--- src/rtl/pulse_issue_queue_if.sv ---
// Descriptor hand-off bus between the pulse issue queue and the element/DAC core.
interface pulse_issue_queue_if #(
    parameter int PHASE_WIDTH    = 17,
    parameter int FREQ_WIDTH     = 9,
    parameter int AMP_WIDTH      = 16,
    parameter int CFG_WIDTH      = 4,
    parameter int ENV_WORD_WIDTH = 24,
    parameter int ENV_LEN_WIDTH  = 12
);
    logic                                    out_valid;
    logic                                    out_ready;
    logic [PHASE_WIDTH-1:0]                  phase;
    logic [FREQ_WIDTH-1:0]                   freq;
    logic [AMP_WIDTH-1:0]                    amp;
    logic [ENV_WORD_WIDTH-ENV_LEN_WIDTH-1:0] env_addr;
    logic [ENV_LEN_WIDTH-1:0]                env_len;
    logic [CFG_WIDTH-1:0]                    cfg;

    modport master (output out_valid, phase, freq, amp, env_addr, env_len, cfg, input out_ready);
    modport slave  (input out_valid, phase, freq, amp, env_addr, env_len, cfg, output out_ready);
endinterface

--- src/rtl/pulse_issue_queue.sv ---
// Small first-word-fall-through FIFO of pulse descriptors captured on cstrobe, plus an
// envelope-length timer that drives pulse_active for the most recently issued pulse.
module pulse_issue_queue #(
    parameter int PHASE_WIDTH    = 17,
    parameter int FREQ_WIDTH     = 9,
    parameter int AMP_WIDTH      = 16,
    parameter int CFG_WIDTH      = 4,
    parameter int ENV_WORD_WIDTH = 24,
    parameter int ENV_LEN_WIDTH  = 12,
    parameter int DEPTH_LOG2     = 2
) (
    input  logic                      clk,
    input  logic                      rst_n,
    input  logic                      cstrobe_in,
    input  logic [PHASE_WIDTH-1:0]    phase_in,
    input  logic [FREQ_WIDTH-1:0]     freq_in,
    input  logic [AMP_WIDTH-1:0]      amp_in,
    input  logic [ENV_WORD_WIDTH-1:0] env_word_in,
    input  logic [CFG_WIDTH-1:0]      cfg_in,
    input  logic                      overflow_clr,
    output logic [DEPTH_LOG2:0]       fill_level,
    output logic                      overflow,
    output logic                      pulse_active,
    pulse_issue_queue_if.master       desc
);
    localparam int DEPTH = 1 << DEPTH_LOG2;
    localparam int CNT_W = DEPTH_LOG2 + 1;
    localparam logic [CNT_W-1:0] FULL_CNT = CNT_W'(DEPTH);

    typedef struct packed {
        logic [PHASE_WIDTH-1:0]    phase;
        logic [FREQ_WIDTH-1:0]     freq;
        logic [AMP_WIDTH-1:0]      amp;
        logic [ENV_WORD_WIDTH-1:0] env_word;
        logic [CFG_WIDTH-1:0]      cfg;
    } entry_t;

    entry_t                   mem [DEPTH];
    entry_t                   head;
    logic [DEPTH_LOG2-1:0]    wr_ptr, rd_ptr;
    logic [ENV_LEN_WIDTH-1:0] timer, timer_nxt;
    logic                     full, pop, push, drop;

    assign head = mem[rd_ptr];
    assign full = (fill_level == FULL_CNT);
    assign pop  = desc.out_valid & desc.out_ready;
    // A full FIFO still accepts a strobe when the head leaves in the same cycle.
    assign push = cstrobe_in & (~full | pop);
    assign drop = cstrobe_in & full & ~pop;

    assign desc.out_valid = (fill_level != '0);
    assign desc.phase     = head.phase;
    assign desc.freq      = head.freq;
    assign desc.amp       = head.amp;
    assign desc.env_addr  = head.env_word[ENV_WORD_WIDTH-1:ENV_LEN_WIDTH];
    assign desc.env_len   = head.env_word[ENV_LEN_WIDTH-1:0];
    assign desc.cfg       = head.cfg;

    always_ff @(posedge clk or negedge rst_n) begin
        if (!rst_n) begin
            for (int i = 0; i < DEPTH; i++) mem[i] <= '0;
        end else if (push) begin
            mem[wr_ptr] <= '{phase: phase_in, freq: freq_in, amp: amp_in,
                             env_word: env_word_in, cfg: cfg_in};
        end
    end

    always_ff @(posedge clk or negedge rst_n) begin
        if (!rst_n) begin
            wr_ptr     <= '0;
            rd_ptr     <= '0;
            fill_level <= '0;
            overflow   <= 1'b0;
        end else begin
            if (push) wr_ptr <= wr_ptr + DEPTH_LOG2'(1);
            if (pop)  rd_ptr <= rd_ptr + DEPTH_LOG2'(1);
            case ({push, pop})
                2'b10:   fill_level <= fill_level + CNT_W'(1);
                2'b01:   fill_level <= fill_level - CNT_W'(1);
                default: fill_level <= fill_level;
            endcase
            // A drop in the same cycle as a clear keeps the flag set.
            if (drop)              overflow <= 1'b1;
            else if (overflow_clr) overflow <= 1'b0;
        end
    end

    // A new pop always restarts the timer, so the newest pulse overrides any in flight.
    always_comb begin
        timer_nxt = timer;
        if (pop)                timer_nxt = head.env_word[ENV_LEN_WIDTH-1:0];
        else if (timer != '0)   timer_nxt = timer - ENV_LEN_WIDTH'(1);
    end

    always_ff @(posedge clk or negedge rst_n) begin
        if (!rst_n) begin
            timer        <= '0;
            pulse_active <= 1'b0;
        end else begin
            timer        <= timer_nxt;
            pulse_active <= (timer_nxt != '0);
        end
    end
endmodule

--- src/flat_wrapper.sv ---
// flat-port wrapper written by rule: the top's interface ports become plain ports
module pulse_issue_queue_flat 
#(
    parameter int PHASE_WIDTH    = 17,
    parameter int FREQ_WIDTH     = 9,
    parameter int AMP_WIDTH      = 16,
    parameter int CFG_WIDTH      = 4,
    parameter int ENV_WORD_WIDTH = 24,
    parameter int ENV_LEN_WIDTH  = 12,
    parameter int DEPTH_LOG2     = 2
)
  (clk, rst_n, cstrobe_in, phase_in, freq_in, amp_in, env_word_in, cfg_in, overflow_clr, fill_level, overflow, pulse_active, desc_out_valid, desc_phase, desc_freq, desc_amp, desc_env_addr, desc_env_len, desc_cfg, desc_out_ready);
  pulse_issue_queue_if #(.PHASE_WIDTH(PHASE_WIDTH), .FREQ_WIDTH(FREQ_WIDTH), .AMP_WIDTH(AMP_WIDTH), .CFG_WIDTH(CFG_WIDTH), .ENV_WORD_WIDTH(ENV_WORD_WIDTH), .ENV_LEN_WIDTH(ENV_LEN_WIDTH)) desc_i ();
  input  logic clk;
  input  logic rst_n;
  input  logic cstrobe_in;
  input  logic [PHASE_WIDTH-1:0] phase_in;
  input  logic [FREQ_WIDTH-1:0] freq_in;
  input  logic [AMP_WIDTH-1:0] amp_in;
  input  logic [ENV_WORD_WIDTH-1:0] env_word_in;
  input  logic [CFG_WIDTH-1:0] cfg_in;
  input  logic overflow_clr;
  output logic [DEPTH_LOG2:0] fill_level;
  output logic overflow;
  output logic pulse_active;
  output wire logic [$bits(desc_i.out_valid)-1:0] desc_out_valid;
  output wire logic [$bits(desc_i.phase)-1:0] desc_phase;
  output wire logic [$bits(desc_i.freq)-1:0] desc_freq;
  output wire logic [$bits(desc_i.amp)-1:0] desc_amp;
  output wire logic [$bits(desc_i.env_addr)-1:0] desc_env_addr;
  output wire logic [$bits(desc_i.env_len)-1:0] desc_env_len;
  output wire logic [$bits(desc_i.cfg)-1:0] desc_cfg;
  input wire logic [$bits(desc_i.out_ready)-1:0] desc_out_ready;
  assign desc_out_valid = desc_i.out_valid;
  assign desc_phase = desc_i.phase;
  assign desc_freq = desc_i.freq;
  assign desc_amp = desc_i.amp;
  assign desc_env_addr = desc_i.env_addr;
  assign desc_env_len = desc_i.env_len;
  assign desc_cfg = desc_i.cfg;
  assign desc_i.out_ready = desc_out_ready;
  pulse_issue_queue #(.PHASE_WIDTH(PHASE_WIDTH), .FREQ_WIDTH(FREQ_WIDTH), .AMP_WIDTH(AMP_WIDTH), .CFG_WIDTH(CFG_WIDTH), .ENV_WORD_WIDTH(ENV_WORD_WIDTH), .ENV_LEN_WIDTH(ENV_LEN_WIDTH), .DEPTH_LOG2(DEPTH_LOG2)) u_core (.clk(clk), .rst_n(rst_n), .cstrobe_in(cstrobe_in), .phase_in(phase_in), .freq_in(freq_in), .amp_in(amp_in), .env_word_in(env_word_in), .cfg_in(cfg_in), .overflow_clr(overflow_clr), .fill_level(fill_level), .overflow(overflow), .pulse_active(pulse_active), .desc(desc_i));
endmodule
--- config.mk ---
export PLATFORM = sky130hd
export DESIGN_NAME = pulse_issue_queue_flat
export DESIGN_NICKNAME = d
export VERILOG_FILES = /design/src/rtl/pulse_issue_queue_if.sv /design/src/rtl/pulse_issue_queue.sv /design/src/flat_wrapper.sv
export SDC_FILE = /design/constraint.sdc
export NUM_CORES = 1
export LEC_CHECK = 0
export CELL_PAD_IN_SITES_DETAIL_PLACEMENT = 1
export CELL_PAD_IN_SITES_GLOBAL_PLACEMENT = 1
export CORE_MARGIN = 5
export CORE_UTILIZATION = 40
export CTS_CLUSTER_SIZE = 8
export DETAILED_ROUTE_END_ITERATION = 6
export PLACE_DENSITY = 0.79
export REMOVE_ABC_BUFFERS = 1
export SETUP_SLACK_MARGIN = 0.1
export SYNTH_ARGS = -nofsm -noshare
export SYNTH_HDL_FRONTEND = slang
export SYNTH_SLANG_ARGS = --single-unit
export TNS_END_PERCENT = 100
--- constraint.sdc ---
create_clock -name clk -period 5.3 [get_ports clk]
set_input_delay 1.325 -clock clk [delete_from_list [all_inputs] [get_ports clk]]
set_output_delay 1.325 -clock clk [all_outputs]
set_load 0.05 [all_outputs]
==> metrics.md, run 1 <==
| Metric | Value |
|---|---|
| Ant. Diodes | `0` |
| # H-tree levels | `2` |
| Via density | `5.41` |
| Clk_lat worst skew | `0.51 ns` |
| First-pass GRT wire length | `51,700 um` |
| Warnings from Yosys | `0` |
| Worst path max stage delay | `0.82 ns` |
| Cells after DPL | `1,375` |
| Cell Rows | `66` |
| Die area | `36,900 um2` |
| CP startpoint kind | `register` |
| Share of synthesized registers carrying an async set or reset | `100%` |
| CTS sink count | `301` |
| FF-to-FF path depth | `6` |
| Hold Path Depth | `1` |
| Initial antenna violation count | `2` |
| Worst Clk Skew | `0.0133 ns` |
| Register area share after synthesis | `56.8%` |
| Share of cells above drive strength 1 | `43.9%` |
| Final GP Congestion | `0.800` |
| Commonest register cell after synthesis | `dfrtp_1` |
| Hold worst-path end | `u_core.mem[70]$_DFFE_PN0P_` |
| Hold Startpoint | `u_core.mem[70]$_DFFE_PN0P_` |
| Fin. Hold Viols | `0` |
| Routed length per placed instance | `22.3 um` |
| # port buffers | `150` |
| DRT Wirelength | `31,700 um` |
| Max FO, Critical Path | `27` |
| Die W | `192 um` |
| Max-slew headroom | `41.8%` |
| Vias in the first global route | `8,855` |
| Hold WC Path Type | `register to register` |
| Die H | `192 um` |
| Reg2Reg Launch Point | `u_core.rd_ptr[0]$_DFFE_PN0P_` |
| Dominant cells by area after synthesis | `dfrtp_1 57%, mux2_2 24%, mux4_2 12%` |
| CP arrival | `2.99 ns` |
| Core area | `32,600 um2` |
| Final net count | `1,060` |
| Largest area contributor in the netlist | `dfrtp_1` |
| Cell variety after synth | `49` |
| Mapped Cells | `814` |
| Cell area after synthesis | `13,300 um2` |
| RSZ-0062 raised after global routing | `no` |
| Starting Density | `40.7%` |
| Setup TNS | `0 ns` |
| Number of max-cap violations | `0` |
| Worst-path clk slew | `0.05 ns` |
| Dpl hpwl | `20,400 um` |
| R2R setup slack | `2.36 ns` |
| Setup WS post-layout | `0.981 ns` |
| Number of enable flip-flop cells after synthesis | `0` |
| Final worst path period share | `81.5%` |
| Yosys reg bits | `301` |
| Critical path, cell by cell | `buf_12, mux4_2, clkdlybuf4s50_1` |
| Critical path class | `register to output port` |
| Syn Area/Cell | `16.3 um2` |
| Grt total ovfl | `0` |
| CTS-repair resized insts | `0` |
| Num CTS Buffers | `43` |
| CTS root buffer | `clkbuf_16` |
| Clock period minus worst slack | `4.32 ns` |
| Largest net degree at the start of global routing | `97` |
| Total vias in the final route | `7,697` |
| Gr usage total | `17.7%` |
| Most frequent cell after synthesis | `dfrtp_1` |
| I/O Pins | `151` |
| Cts hold-fix bufs | `0` |
| Final count of pins violating max slew | `0` |
| DP Worst Slack | `1.37 ns` |
| CP max stage cell | `dfrtp_4` |
| Clock buffer depth | `3` |
| Synth top area share | `56.8%` |
| CP Capture Type | `output port` |
| CTS tree | `done` |
| Drt drc | `0` |
| Tightest Pin Transition | `0.873 ns` |
| Setup Fix Bufs, Post-CTS | `0` |
| First DRT Iteration DRCs | `312` |
| Max Clock Freq | `0.232 GHz` |
| ANT nets after route | `0` |
| Required time at the worst-slack endpoint | `3.97 ns` |
| Pre-Repair DR Iteration Count | `4` |
| Layout area overhead | `24.4%` |
| Final setup vio count | `0` |
| Most frequent cells after synthesis | `301 x dfrtp_1, 283 x mux2_2, 70 x mux4_2` |
| Reg-to-reg critical path endpoint | `u_core.pulse_active$_DFF_PN0_` |
| Final Non-Filler Cells | `1,423` |
| Status | `finished, final reports clean` |
[sequential cells by signal, summed over array words and instances, names as in the netlist]
name,flops
u_core.pulse_active,1
u_core.timer,12
u_core.fill_level,3
u_core.overflow,1
u_core.rd_ptr,2
u_core.wr_ptr,2
u_core.mem,280
[kinds of logic (layout without fill, tap and decap cells)]
kind of cell / count (synthesis) / in the layout / synth area share, %
buffers and inverters: 58 / 225 / 1.76
adder cells (fa/ha/maj): 7 / 7 / 0.717
flip-flops: 301 / 301 / 56.8
multiplexers: 354 / 354 / 36.0
AND/OR/NAND/NOR: 54 / 54 / 2.42
XOR/XNOR: 7 / 7 / 0.462
AO/OA/AOI/OAI: 33 / 33 / 1.89
[critical path, delay by kind of cell, from the launching register on]
family | cells | cell delay, ns
DFF | 1 | 0.82
muxes | 1 | 0.60
buffers and inverters | 2 | 1.03
[cells in the final DEF (no fill, tap or decap), drive strengths merged, types with 3 or more instances in the layout]
| cell type | netlist | final |
|---|---|---|
| dfrtp | 301 | 301 |
| clkdlybuf4s50 | 0 | 149 |
| nand2 | 14 | 14 |
| nor4b | 3 | 3 |
| o21ai | 5 | 5 |
| clkbuf | 8 | 47 |
| nand3 | 3 | 3 |
| mux4 | 70 | 70 |
| buf | 39 | 17 |
| inv | 11 | 12 |
| and2 | 3 | 3 |
| a21oi | 7 | 7 |
| xnor2 | 6 | 6 |
| nor2 | 12 | 12 |
| ha | 6 | 6 |
| mux2 | 283 | 283 |
| nor3 | 5 | 5 |
| a31oi | 4 | 4 |
[per-stage QoR]
stage	utilization (%)	hold slack, ns	area [um2]
after floorplan	-	0.474	13100
after global placement	47.2	0.482	15400
after detailed placement	47.2	0.488	15400
after CTS	50.6	0.499	16500
after global routing	50.6	0.510	16500
final	50.6	0.497	16500
[cell type report]
cell class	instances	area [um2]
inverter	11	41.3
tap	442	553
multi-input combinational	455	5550
fill	3070	16100
clock buffer	47	1100
timing repair buffer	166	1710
clock inverter	1	8.76
sequential	301	7540
[metal layers]
layer / global-route usage [%] / up-vias / wire, um
li1: - / 3355 / -
met1: 24.7 / 4131 / 14100
met2: 28.5 / 169 / 15300
met3: 4.25 / 38 / 1900
met4: 3.46 / 4 / 425
met5: 0 / - / 27
[worst max-delay path by stage]
stage	from	endpoint	slack, ns	cells after the start
final	u_core.rd_ptr[0]$_DFFE_PN0P_	desc_env_len[6]	0.98	3
after floorplan	u_core.rd_ptr[0]$_DFFE_PN0P_	desc_env_len[6]	0.33	1
after detailed placement	desc_out_ready	u_core.mem[22]$_DFFE_PN0P_	1.37	7
after global routing	u_core.rd_ptr[0]$_DFFE_PN0P_	desc_env_len[7]	0.83	3
after global placement	desc_out_ready	u_core.mem[52]$_DFFE_PN0P_	1.40	7
after CTS	u_core.rd_ptr[0]$_DFFE_PN0P_	desc_amp[7]	0.90	3
Power of run 1 is not shown: default switching activity piles up to over one toggle a cycle in this logic, so the estimate is an artifact.
==> run 2, diff against run 1 <==
Clock period 5.3 ns to 4.4 ns, I/O delays scaled along.
==> metrics.md, run 2 (synthesis results as in run 1) <==
| Metric | Value |
|---|---|
| Hold Startpoint | `u_core.mem[1]$_DFFE_PN0P_ (was u_core.mem[70]$_DFFE_PN0P_)` |
| Design area | `16,600 um2 (was 16,500 um2)` |
| CP bufs+invs | `2 (unchanged)` |
| Pre-Repair DR Iteration Count | `4 (unchanged)` |
| Num CTS Buffers | `43 (unchanged)` |
| Hold worst-path end | `u_core.mem[1]$_DFFE_PN0P_ (was u_core.mem[70]$_DFFE_PN0P_)` |
| Max FO, Critical Path | `39 (was 27)` |
| R2R setup slack | `1.49 ns (was 2.36 ns)` |
| Worst path max stage delay | `0.89 ns (was 0.82 ns)` |
| CTS tree | `done (unchanged)` |
| CP arrival | `2.84 ns (was 2.99 ns)` |
| Worst Clk Skew | `0.0178 ns (was 0.0133 ns)` |
| Commonest cells after routing, fill and taps aside | `299 x dfrtp_1, 283 x mux2_2, 149 x clkdlybuf4s50_1, 70 x mux4_2, 44 x clkbuf_16 (was 299 x dfrtp_1, 283 x mux2_2, 149 x clkdlybuf4s50_1, 70 x mux4_2, 43 x clkbuf_16)` |
| Largest Register | `u_core.mem (unchanged)` |
| Core area | `32,600 um2 (unchanged)` |
| Post-Route M1 WL | `13,100 um (was 14,100 um)` |
| Clock buffer depth | `3 (unchanged)` |
| Hold WC Path Type | `register to register (unchanged)` |
| Setup Fix Bufs, Post-CTS | `0 (unchanged)` |
| Ant. Diodes | `0 (unchanged)` |
| Grt total ovfl | `0 (unchanged)` |
| Largest net degree at the start of global routing | `92 (was 97)` |
| CTS sink count | `301 (unchanged)` |
| CP Capture Type | `output port (unchanged)` |
| Final GP Congestion | `0.792 (was 0.800)` |
| Max-slew headroom | `50.2% (was 41.8%)` |
| Status | `finished, final reports clean (unchanged)` |
| RSZ-0062 raised after global routing | `no (unchanged)` |
| Die W | `192 um (unchanged)` |
| Fillcell total | `3,099 (was 3,070)` |
| Met3 WL | `1960 um (was 1900 um)` |
| Share of cells above drive strength 1 | `44.1% (was 43.9%)` |
| CP max stage cell | `dfrtp_4 (unchanged)` |
| ANT nets after route | `0 (unchanged)` |
| Clock period minus worst slack | `3.94 ns` |
| Final setup vio count | `0 (unchanged)` |
| Top sig layer | `met4 (was met5)` |
| Vias in the first global route | `9,009 (was 8,855)` |
| First DRT Iteration DRCs | `182 (was 312)` |
| # H-tree levels | `2 (unchanged)` |
| Critical path, cell by cell | `buf_12, mux4_2, clkdlybuf4s50_1 (unchanged)` |
| Final net count | `1,062 (was 1,060)` |
| Biggest regs | `u_core.mem (280), u_core.timer (12), u_core.fill_level (3) (unchanged)` |
| Layout area overhead | `25.0% (was 24.4%)` |
| Placed instance area | `15,400 um2 (about the same)` |
| CTS-repair resized insts | `0 (unchanged)` |
| Critical path class | `register to output port (unchanged)` |
| DRT Wirelength | `30,500 um (was 31,700 um)` |
| Hold Path Depth | `1 (unchanged)` |
| Gr usage total | `17.1% (was 17.7%)` |
| Die H | `192 um (unchanged)` |
| Routed length per placed instance | `21.4 um (was 22.3 um)` |
| Dpl hpwl | `19,300 um (was 20,400 um)` |
| Die area | `36,900 um2 (unchanged)` |
| Crit-path leading delay family | `buffers and inverters (unchanged)` |
| Worst-path clk slew | `0.05 ns (about the same)` |
| Final worst path period share | `89.4%` |
| FF-to-FF path depth | `8 (was 6)` |
| Met2 WL | `15,000 um (was 15,300 um)` |
| Cell Rows | `66 (unchanged)` |
| Fin. Hold Viols | `0 (unchanged)` |
| Max reg flops | `280 (unchanged)` |
| Drt drc | `0 (unchanged)` |
| Reg2Reg Launch Point | `u_core.timer[0]$_DFF_PN0_ (was u_core.rd_ptr[0]$_DFFE_PN0P_)` |
| Reg-to-reg critical path endpoint | `u_core.pulse_active$_DFF_PN0_ (unchanged)` |
| Starting Density | `40.7% (unchanged)` |
| Max Clock Freq | `0.254 GHz` |
| Final count of pins violating max slew | `0 (unchanged)` |
| CP startpoint kind | `register (unchanged)` |
| Commonest non-fill, non-tap cell in the layout | `dfrtp_1 (unchanged)` |
| CTS root buffer | `clkbuf_16 (unchanged)` |
| Number of max-cap violations | `0 (unchanged)` |
| Total vias in the final route | `7,613 (was 7,697)` |
| # port buffers | `150 (unchanged)` |
| Tightest Pin Transition | `0.748 ns (was 0.873 ns)` |
| Via density | `5.33 (was 5.41)` |
| Cts hold-fix bufs | `0 (unchanged)` |
| I/O Pins | `151 (unchanged)` |
| Required time at the worst-slack endpoint | `3.30 ns (was 3.97 ns)` |
| Initial antenna violation count | `0 (was 2)` |
| First-pass GRT wire length | `50,300 um (was 51,700 um)` |
| Clk_lat worst skew | `0.52 ns (was 0.51 ns)` |
-- run 2: final cells by class --
type	instances	area, um2	area share [%]
Clock buffer	48	1120	6.73
Inverter	11	41.3	0.249
Timing Repair Buffer	168	1770	10.7
Clock inverter	2	25.0	0.151
Multi-Input combinational cell	455	5550	33.4
Sequential cell	301	7540	45.5
Tap cell	442	553	3.33
-- run 2: how the worst max path moves through the flow --
stage / start / end / slack (ns) / cells after the start
after floorplan: u_core.rd_ptr[0]$_DFFE_PN0P_ / u_core.pulse_active$_DFF_PN0_ / -0.51 / 5
after global placement: desc_out_ready / u_core.mem[173]$_DFFE_PN0P_ / 0.91 / 7
after detailed placement: desc_out_ready / u_core.mem[170]$_DFFE_PN0P_ / 0.87 / 7
after CTS: u_core.rd_ptr[1]$_DFFE_PN0P_ / desc_env_len[3] / 0.42 / 3
after global routing: u_core.rd_ptr[1]$_DFFE_PN0P_ / desc_env_len[3] / 0.39 / 3
final: u_core.rd_ptr[1]$_DFFE_PN0P_ / desc_env_len[3] / 0.46 / 3
-- run 2: worst register-to-register path, stage by stage (launching register included) --
cell	delay, ns
dfrtp_1	0.41
inv_1	0.12
ha_1	0.21
nor4b_4	0.49
a21oi_1	0.14
mux2_2	0.30
o31ai_1	0.44
o211ai_1	0.19
or4_1	0.49
-- run 2: through the flow --
stage          cells  setup slack (ns)  hold WS [ns]  setup TNS [ns]  utilization (%)
3_5_place_dp    1377             0.867         0.488               0             47.4
4_1_cts         1427             0.424         0.499               0             50.9
6_report        1427             0.465         0.497               0             50.9
5_1_grt         1427             0.394         0.511               0             50.9
3_3_place_gp    1377             0.906         0.482               0             47.4
2_1_floorplan    767            -0.508         0.474          -24.16                -
-- run 2: routing by layer --
metal | global-route usage [%] | up-vias
li1 | - | 3357
met1 | 22.4 | 4073
met2 | 28.5 | 141
met3 | 5.13 | 42
met4 | 3.43 | 0
met5 | 0 | -
Power of run 2 is left out for the same reason.
==> run 3, diff against run 2 <==
Settings changed: CORE_UTILIZATION 40 to 48, PLACE_DENSITY 0.79 to 0.9, SLEW_MARGIN set to 15.
==> metrics.md, run 3 (synthesis results as in run 1) <==
| Metric | Value |
|---|---|
| Num CTS Buffers | `43 (unchanged)` |
| Routed length per placed instance | `24.6 um (was 21.4 um)` |
| Commonest cells after routing, fill and taps aside | `299 x dfrtp_1, 283 x mux2_2, 149 x clkdlybuf4s50_1, 70 x mux4_2, 43 x clkbuf_16 (was 299 x dfrtp_1, 283 x mux2_2, 149 x clkdlybuf4s50_1, 70 x mux4_2, 44 x clkbuf_16)` |
| Starting Density | `49.0% (was 40.7%)` |
| Die area | `31,100 um2 (was 36,900 um2)` |
| Hold Path Depth | `1 (unchanged)` |
| Critical path class | `register to output port (unchanged)` |
| Final net count | `1,063 (was 1,062)` |
| Hold worst-path end | `u_core.mem[71]$_DFFE_PN0P_ (was u_core.mem[1]$_DFFE_PN0P_)` |
| Number of max-cap violations | `0 (unchanged)` |
| Die W | `176 um (was 192 um)` |
| R2R setup slack | `1.49 ns (about the same)` |
| I/O Pins | `151 (unchanged)` |
| Setup TNS | `0 ns (unchanged)` |
| Biggest regs | `u_core.mem (280), u_core.timer (12), u_core.fill_level (3) (unchanged)` |
| # H-tree levels | `2 (unchanged)` |
| Gr usage total | `22.1% (was 17.1%)` |
| Worst Clk Skew | `0.0202 ns (was 0.0178 ns)` |
| Commonest non-fill, non-tap cell in the layout | `dfrtp_1 (unchanged)` |
| Worst path max stage delay | `0.74 ns (was 0.89 ns)` |
| FF-to-FF path depth | `8 (unchanged)` |
| First-pass GRT wire length | `54,200 um (was 50,300 um)` |
| ANT nets after route | `0 (unchanged)` |
| Fin. Hold Viols | `0 (unchanged)` |
| CP startpoint kind | `register (unchanged)` |
| Via density | `5.77 (was 5.33)` |
| Die H | `176 um (was 192 um)` |
| Setup WS post-layout | `0.384 ns (was 0.465 ns)` |
| Final count of pins violating max slew | `0 (unchanged)` |
| DRT Wirelength | `33,300 um (was 30,500 um)` |
| Tightest Pin Transition | `0.625 ns (was 0.748 ns)` |
| Drt drc | `0 (unchanged)` |
| Core area | `27,100 um2 (was 32,600 um2)` |
| Pre-Repair DR Iteration Count | `4 (unchanged)` |
| Critical path, cell by cell | `buf_12, mux4_2, clkdlybuf4s50_1 (unchanged)` |
| Cts hold-fix bufs | `0 (unchanged)` |
| Largest net degree at the start of global routing | `95 (was 92)` |
| Fillcell total | `2,396 (was 3,099)` |
| Final worst path period share | `91.3% (was 89.4%)` |
| Max-slew headroom | `58.3% (was 50.2%)` |
| Reg2Reg Launch Point | `u_core.timer[0]$_DFF_PN0_ (unchanged)` |
| Clk_lat worst skew | `0.53 ns (was 0.52 ns)` |
| WHS | `0.499 ns (was 0.497 ns)` |
| CP arrival | `2.92 ns (was 2.84 ns)` |
| Final GP Congestion | `0.766 (was 0.792)` |
| CTS tree | `done (unchanged)` |
| Worst-path clk slew | `0.05 ns (about the same)` |
| Hold WC Path Type | `register to register (unchanged)` |
| Share of cells above drive strength 1 | `44.2% (was 44.1%)` |
| Final setup vio count | `0 (unchanged)` |
| DP Worst Slack | `0.869 ns (was 0.867 ns)` |
| Cell Rows | `60 (was 66)` |
| CTS-repair resized insts | `0 (unchanged)` |
| Clock buffer depth | `3 (unchanged)` |
| Hold Startpoint | `u_core.mem[71]$_DFFE_PN0P_ (was u_core.mem[1]$_DFFE_PN0P_)` |
| Max FO, Critical Path | `23 (was 39)` |
| Setup Fix Bufs, Post-CTS | `0 (unchanged)` |
| Largest Register | `u_core.mem (unchanged)` |
| Total vias in the final route | `7,821 (was 7,613)` |
| CP bufs+invs | `2 (unchanged)` |
| CTS root buffer | `clkbuf_16 (unchanged)` |
| CP max stage cell | `dfrtp_4 (unchanged)` |
| Max reg flops | `280 (unchanged)` |
| Crit-path leading delay family | `buffers and inverters (unchanged)` |
| CP Capture Type | `output port (unchanged)` |
| Final Core Density | `60.8% (was 50.9%)` |
| CP Launch Point | `u_core.rd_ptr[0]$_DFFE_PN0P_ (was u_core.rd_ptr[1]$_DFFE_PN0P_)` |
| Layout area overhead | `24.2% (was 25.0%)` |
| Max Clock Freq | `0.249 GHz (was 0.254 GHz)` |
| Clock period minus worst slack | `4.02 ns (was 3.94 ns)` |
| Status | `finished, final reports clean (unchanged)` |
| Dpl hpwl | `21,300 um (was 19,300 um)` |
| Ant. Diodes | `0 (unchanged)` |
| Required time at the worst-slack endpoint | `3.30 ns (about the same)` |
| RSZ-0062 raised after global routing | `no (unchanged)` |
| # port buffers | `150 (unchanged)` |
| Initial antenna violation count | `3 (was 0)` |
| Grt total ovfl | `0 (unchanged)` |
| Reg-to-reg critical path endpoint | `u_core.pulse_active$_DFF_PN0_ (unchanged)` |
| First DRT Iteration DRCs | `487 (was 182)` |
| Vias in the first global route | `9,300 (was 9,009)` |
| CTS sink count | `301 (unchanged)` |
## run 3: changes by cell type in the layout (fill, tap and decap cells not counted)
cell	previous run	this run
clkinv_8	1	2
o31ai_4	1	0
clkbuf_1	4	2
clkbuf_16	44	43
o31ai_2	0	1
inv_6	1	0
buf_4	8	9
clkinv_2	0	1
## run 3: metal layers
metal / up-vias / wire (um) / GRT usage [%] / share of wire (%)
met4: 6 / 754 / 6.08 / 2.3
met1: 4213 / 14000 / 28.8 / 42
li1: 3355 / - / - / -
met2: 181 / 17100 / 38.4 / 51
met3: 66 / 1440 / 4.13 / 4.3
met5: - / 37 / 0 / 0.11
## run 3: how the worst max path moves through the flow
stage	slack, ns	cells after the start	to
2_1_floorplan	-0.51	5	u_core.pulse_active$_DFF_PN0_
3_3_place_gp	0.88	3	desc_env_len[8]
3_5_place_dp	0.87	3	desc_env_len[8]
4_1_cts	0.32	3	desc_env_len[8]
5_1_grt	0.26	3	desc_env_len[9]
6_report	0.38	3	desc_env_len[9]
## run 3: layout make-up
type	instances	area, um2	area share (%)
well taps	372	465	2.82
clock buffers	45	1080	6.58
inverters	11	41.3	0.251
repair buffers	169	1770	10.8
flip-flops and latches	301	7540	45.8
multi-input cells	455	5540	33.6
clock inverters	3	37.5	0.228
## run 3: through the flow
| stage | std cells | instance area [um2] |
|---|---|---|
| finish | 1356 | 16500 |
| global route | 1356 | 16500 |
| CTS | 1356 | 16500 |
| detailed placement | 1308 | 15400 |
| global placement | 1308 | 15400 |
| floorplan | 767 | 13100 |
Power of run 3 is left out for the same reason.
